**src/rtl/uart_tx_scheduler.sv**
```systemverilog
// rtl/uart_tx_scheduler.sv - two-client round-robin sequencer and baud timer for a 10-bit UART PISO
//
// Arbitrates byte requests from two clients and sequences one UART frame at a
// time through an external 10-bit parallel-in/serial-out register. The frame
// is start bit (0), 8 data bits MSB first, stop bit (1).
//
// Parameters
//   CLKS_PER_BIT  clock cycles per UART bit period (>= 2)
//   FRAME_BITS    bits per frame on the line; fixed at 10
//
// Ports
//   pulse        system clock, rising edge
//   reset        synchronous active-high reset
//   req0_valid   client 0 has a byte; held until req_ack[0]
//   req0_data    client 0 byte
//   req1_valid   client 1 has a byte; held until req_ack[1]
//   req1_data    client 1 byte
//   req_ack      per-client one-cycle pulse: byte accepted and loaded into the PISO
//   tx_done      per-client one-cycle pulse: that client's frame has left the line
//   busy         high from LOAD through DONE
//   piso_enable  PISO load select (1 = parallel load, 0 = shift)
//   piso_shift   one-cycle strobe: PISO register advances this cycle
//   piso_data    byte presented to the PISO parallel inputs
//   bit_index    bit currently on the line (0 = start, 1..8 = data, 9 = stop)
module uart_tx_scheduler #(
    parameter int CLKS_PER_BIT = 434,
    parameter int FRAME_BITS   = 10
) (
    input  logic       pulse,
    input  logic       reset,
    input  logic       req0_valid,
    input  logic [7:0] req0_data,
    input  logic       req1_valid,
    input  logic [7:0] req1_data,
    output logic [1:0] req_ack,
    output logic [1:0] tx_done,
    output logic       busy,
    output logic       piso_enable,
    output logic       piso_shift,
    output logic [7:0] piso_data,
    output logic [3:0] bit_index
);

    localparam int               CNT_W    = (CLKS_PER_BIT > 1) ? $clog2(CLKS_PER_BIT) : 1;
    localparam logic [CNT_W-1:0] CNT_LAST = CNT_W'(CLKS_PER_BIT - 1);
    localparam logic [3:0]       STOP_BIT = 4'(FRAME_BITS - 1);

    typedef enum logic [1:0] {
        IDLE = 2'd0,
        LOAD = 2'd1,
        SEND = 2'd2,
        DONE = 2'd3
    } state_t;

    state_t           state;
    state_t           state_next;

    logic             grant;       // client owning the frame in flight
    logic             last_grant;  // client served most recently
    logic [CNT_W-1:0] baud_cnt;
    logic [3:0]       bit_cnt;
    logic [7:0]       data_q;      // byte captured at LOAD, held for the frame

    logic             any_req;
    logic             arb_pick;
    logic             baud_tick;

    assign any_req = req0_valid | req1_valid;

    // A lone requester always wins; under contention the client that was
    // not served last wins, so neither client can starve the other.
    assign arb_pick = (req0_valid & req1_valid) ? ~last_grant : req1_valid;

    assign baud_tick = (state == SEND) && (baud_cnt == CNT_LAST);

    assign bit_index = bit_cnt;

    always_ff @(posedge pulse) begin
        if (reset) begin
            state <= IDLE;
        end else begin
            state <= state_next;
        end
    end

    always_comb begin
        state_next  = state;
        req_ack     = 2'b00;
        tx_done     = 2'b00;
        busy        = 1'b0;
        piso_enable = 1'b0;
        piso_shift  = 1'b0;
        piso_data   = 8'h00;
        case (state)
            IDLE: begin
                if (any_req) begin
                    state_next = LOAD;
                end
            end
            LOAD: begin
                // The load strobe doubles as the shift strobe so the PISO
                // captures the whole frame on the edge that ends this cycle.
                busy        = 1'b1;
                req_ack     = grant ? 2'b10 : 2'b01;
                piso_enable = 1'b1;
                piso_shift  = 1'b1;
                piso_data   = grant ? req1_data : req0_data;
                state_next  = SEND;
            end
            SEND: begin
                busy      = 1'b1;
                piso_data = data_q;
                if (baud_tick) begin
                    // The stop bit is already on the line once bit 9 is
                    // reached; its period ends without a shift so the line
                    // stays high into the next frame.
                    if (bit_cnt == STOP_BIT) begin
                        state_next = DONE;
                    end else begin
                        piso_shift = 1'b1;
                    end
                end
            end
            DONE: begin
                busy       = 1'b1;
                tx_done    = grant ? 2'b10 : 2'b01;
                piso_data  = data_q;
                state_next = IDLE;
            end
            default: begin
                state_next = IDLE;
            end
        endcase
    end

    always_ff @(posedge pulse) begin
        if (reset) begin
            grant      <= 1'b0;
            last_grant <= 1'b1;
            baud_cnt   <= '0;
            bit_cnt    <= 4'd0;
            data_q     <= 8'h00;
        end else begin
            case (state)
                IDLE: begin
                    baud_cnt <= '0;
                    bit_cnt  <= 4'd0;
                    if (any_req) begin
                        grant <= arb_pick;
                    end
                end
                LOAD: begin
                    data_q     <= piso_data;
                    last_grant <= grant;
                    baud_cnt   <= '0;
                    bit_cnt    <= 4'd0;
                end
                SEND: begin
                    if (baud_tick) begin
                        baud_cnt <= '0;
                        if (bit_cnt != STOP_BIT) begin
                            bit_cnt <= bit_cnt + 4'd1;
                        end
                    end else begin
                        baud_cnt <= baud_cnt + 1'b1;
                    end
                end
                DONE: begin
                    baud_cnt <= '0;
                    bit_cnt  <= 4'd0;
                end
                default: begin
                    baud_cnt <= '0;
                    bit_cnt  <= 4'd0;
                end
            endcase
        end
    end

    // At most one acknowledge or completion strobe is ever active, and the
    // bit position never runs past the stop bit.
    always_ff @(posedge pulse) begin
        if (!reset) begin
            assert ($onehot0({req_ack, tx_done}));
            assert (bit_cnt <= STOP_BIT);
        end
    end

endmodule

```
**config.mk**
```make
export PLATFORM = sky130hd
export DESIGN_NAME = uart_tx_scheduler
export DESIGN_NICKNAME = d
export VERILOG_FILES = /design/src/rtl/uart_tx_scheduler.sv
export SDC_FILE = /design/constraint.sdc
export NUM_CORES = 1
export LEC_CHECK = 0
export BUFFER_PORTS_ARGS = -buffer_cell sky130_fd_sc_hd__buf_2
export CAP_MARGIN = 10
export CORE_MARGIN = 2
export CORE_UTILIZATION = 38
export DETAILED_ROUTE_END_ITERATION = 8
export PLACE_DENSITY = 0.6
export SETUP_SLACK_MARGIN = 0.4
export SKIP_CTS_REPAIR_TIMING = 1
export SLEW_MARGIN = 20
export SYNTH_ARGS = -nofsm -noshare
export SYNTH_HDL_FRONTEND = slang
export SYNTH_SLANG_ARGS = --single-unit
```
**constraint.sdc**
```tcl
create_clock -name pulse -period 3.4 [get_ports pulse]
set_input_delay 0.68 -clock pulse [delete_from_list [all_inputs] [get_ports pulse]]
set_output_delay 0.68 -clock pulse [all_outputs]
set_load 0.03 [all_outputs]
```
==> impl_results.md <==
- Async set-or-reset flop fraction in the synthesized netlist: 0
- Detailed Place HPWL: 2170 µm
- Yosys top cell by area: dfxtp_1
- Outcome: completed
- Routed Antenna Nets: 0
- Data arrival time of the critical path: 2020 ps
- Largest net degree at the start of global routing: 22
- Slew HR: 0.557
- Die area: 0.00413 mm²
- Startpoint Class: register
- Die height: 64.2 µm
- Nets: 225
- Top Ports: 39
- Layout cells sized above 1: 0.297
- Filler cells: 369
- Final setup viols: 0
- Count leader, synth: nor2_1
- Static Leak: 0.670 nW
- Fmax achieved: 0.370 GHz
- Fin area: 0.00162 mm²
- Total grt overflow: 0
- Synth Register Bits: 25
- Crit path cell chain: inv_1 > ha_1 > or2_2 > a22oi_1 > nor2_1 > buf_2
- Core footprint: 0.00342 mm²
- Max Slew Vio Count: 0
- Post-layout minimum cycle time: 2700 ps
- Initial antenna violation count: 0
- Switching part of the total: 0.434
- Num CTS Buffers: 3
- CP Buf/Inv Count: 2
- Worst EP required: 2720 ps
- CTS Buffer Depth: 2
- Ys flop type: dfxtp_1
- Fin util: 0.474
- Internal power: 490 µW
- Switching power: 375 µW
- DR vias/cell: 5.04
- Worst min-delay path class: reg -> reg
- Post-Syn Instances: 160
- Net Count, Synth: 189
- Power Density: 534 mW/mm²
- Slowest CP cell: dfxtp_1
- Fin. Hold Viols: 0
- CP Class: reg -> out
- CTS clk-pin slew, worst paths: 150 ps
- Clock Skew: 3.46 ps
- Syn_area_per_cell: 8.62 µm²
- Fin crit share: 0.795
- H-tree Lvls: 1
- Worst VDD drop: 0.306 mV
- Starting Density: 0.404
- Synth warn: 0
- Worst slew pin tran: 664 ps
- Peak fanout along the critical path: 8
- CTS Sinks: 25
- Die width: 64.2 µm
- Hold_ws: 472 ps
- Multi-input combinational cell area: 812 µm²
- Synth top area cells: dfxtp_1 36%, ha_1 8.2%, mux2_2 7.4%
- Max-cap violations: 0
- DRC: 0
- P&R area growth vs syn: 17.5%
- Share of total power in combinational logic: 0.431
- Pre-antenna DRT Iters: 4
- CTS tree: done
- Wire per inst: 12.0 µm
- Inst Count DP: 237
- Antenna cells: 0
- Clock Power Share: 0.163
- RSZ-0062 raised after global routing: false
- Synth top area share: 0.363
- Via Count: 1,215
- Initial DRC Count: 67
- Number of synthesized flops with an enable pin: 0
- Seq/Total Area, Yosys: 0.363
- Area post-placement: 0.00159 mm²
- Most instantiated cells after synthesis: 26 x nor2_1, 25 x dfxtp_1, 15 x nand2_1
- Number of global-route vias before repair: 1,200
- Gpl congestion: 0.784
- Root Buffer: clkbuf_4
- Post-Route WL: 2890 µm
- Non-Filler Instances: 241
- Setup TNS: 0 ps
- Worst path max stage delay: 410 ps
- Site row count: 21
- Synth unique cells: 34
- Clock latency on the worst-skew pair: 320 ps
- Reg power frac: 0.406
- Area occupied by registers: 500 µm²
- Gr usage total: 0.152
- Crit-path leading delay family: simple AND/OR/NAND/NOR gates
- First-pass GRT wire length: 5120 µm
- Setup crit end kind: primary output
- # port buffers: 38
- Post-Synthesis Cell Area: 0.00138 mm²
## power by group through the flow
stage | logic (mW) | clock network [mW] | registers, mW
4_1_cts | 0.375 | 0.149 | 0.352
6_report | 0.372 | 0.141 | 0.351
3_3_place_gp | 0.367 | 0 | 0.355
3_5_place_dp | 0.374 | 0 | 0.359
2_1_floorplan | 0.301 | 0 | 0.345
5_1_grt | 0.413 | 0.163 | 0.358
## metal layers
| metal | part of all wire | GRT usage | up-vias |
|---|---|---|---|
| met5 | 0 | 0 | - |
| met4 | 0.0073 | 0.0612 | 0 |
| met3 | 0.047 | 0.0211 | 3 |
| met2 | 0.45 | 0.253 | 30 |
| met1 | 0.49 | 0.198 | 561 |
| li1 | - | - | 621 |
## worst register-to-register path, delay by kind of cell, from the launching register on
kind,cells,cell delay [ps]
simple gates,1,450
fa+ha+maj,1,460
compound gates,1,140
flops,1,360
buf+inv,2,470
## worst paths after layout
check                      end  startpoint  cells past startpoint  slack, ps
hold reg to reg      data_q[0]   data_q[0]                      2        470
setup reg to reg     data_q[4]    state[1]                      5       1470
setup / recovery  piso_data[0]    state[0]                      6        700
hold / removal       data_q[0]   data_q[0]                      2        470
## registers in the layout, summed over array words and instances (netlist names)
register    flops
bit_index       4
state           2
data_q          8
last_grant      1
grant           1
baud_cnt        9
## kinds of logic after synthesis
group,count (synthesis),share of synthesized area
compound gates,25,0.123
simple gates,67,0.247
fa+ha+maj,9,0.0817
mux,10,0.0808
buf+inv,15,0.0481
xor+xnor,9,0.0572
flops,25,0.363
## area by class of cell
class                      instances  share of cell area
multi-input combinational        120               0.501
clock buffer                       3              0.0139
tap                               46              0.0355
timing repair buffer              38               0.117
sequential                        25               0.309
clock inverter                     1             0.00463
inverter                           8              0.0185
## metrics by stage
step / total power [mW] / worst slack, ps
3_3_place_gp: 0.723 / 1140
3_5_place_dp: 0.732 / 1070
2_1_floorplan: 0.646 / 1130
5_1_grt: 0.934 / 511
6_report: 0.865 / 698
4_1_cts: 0.876 / 673
## layout by cell type, fill, tap and decap left out, types with 2 or more instances in the layout
| cell | n |
|---|---|
| buf_2 | 38 |
| xor2_1 | 4 |
| dfxtp_1 | 25 |
| mux2_2 | 9 |
| and3_1 | 2 |
| inv_1 | 8 |
| clkbuf_4 | 3 |
| nand3_1 | 3 |
| ha_1 | 9 |
| a21oi_1 | 10 |
| a22oi_1 | 8 |
| nand4_1 | 2 |
| and2_1 | 2 |
| nand2_1 | 15 |
| xnor2_1 | 5 |
| or3_1 | 9 |
| nor2_1 | 26 |
No activity file was read; power rests on OpenSTA's default activity.
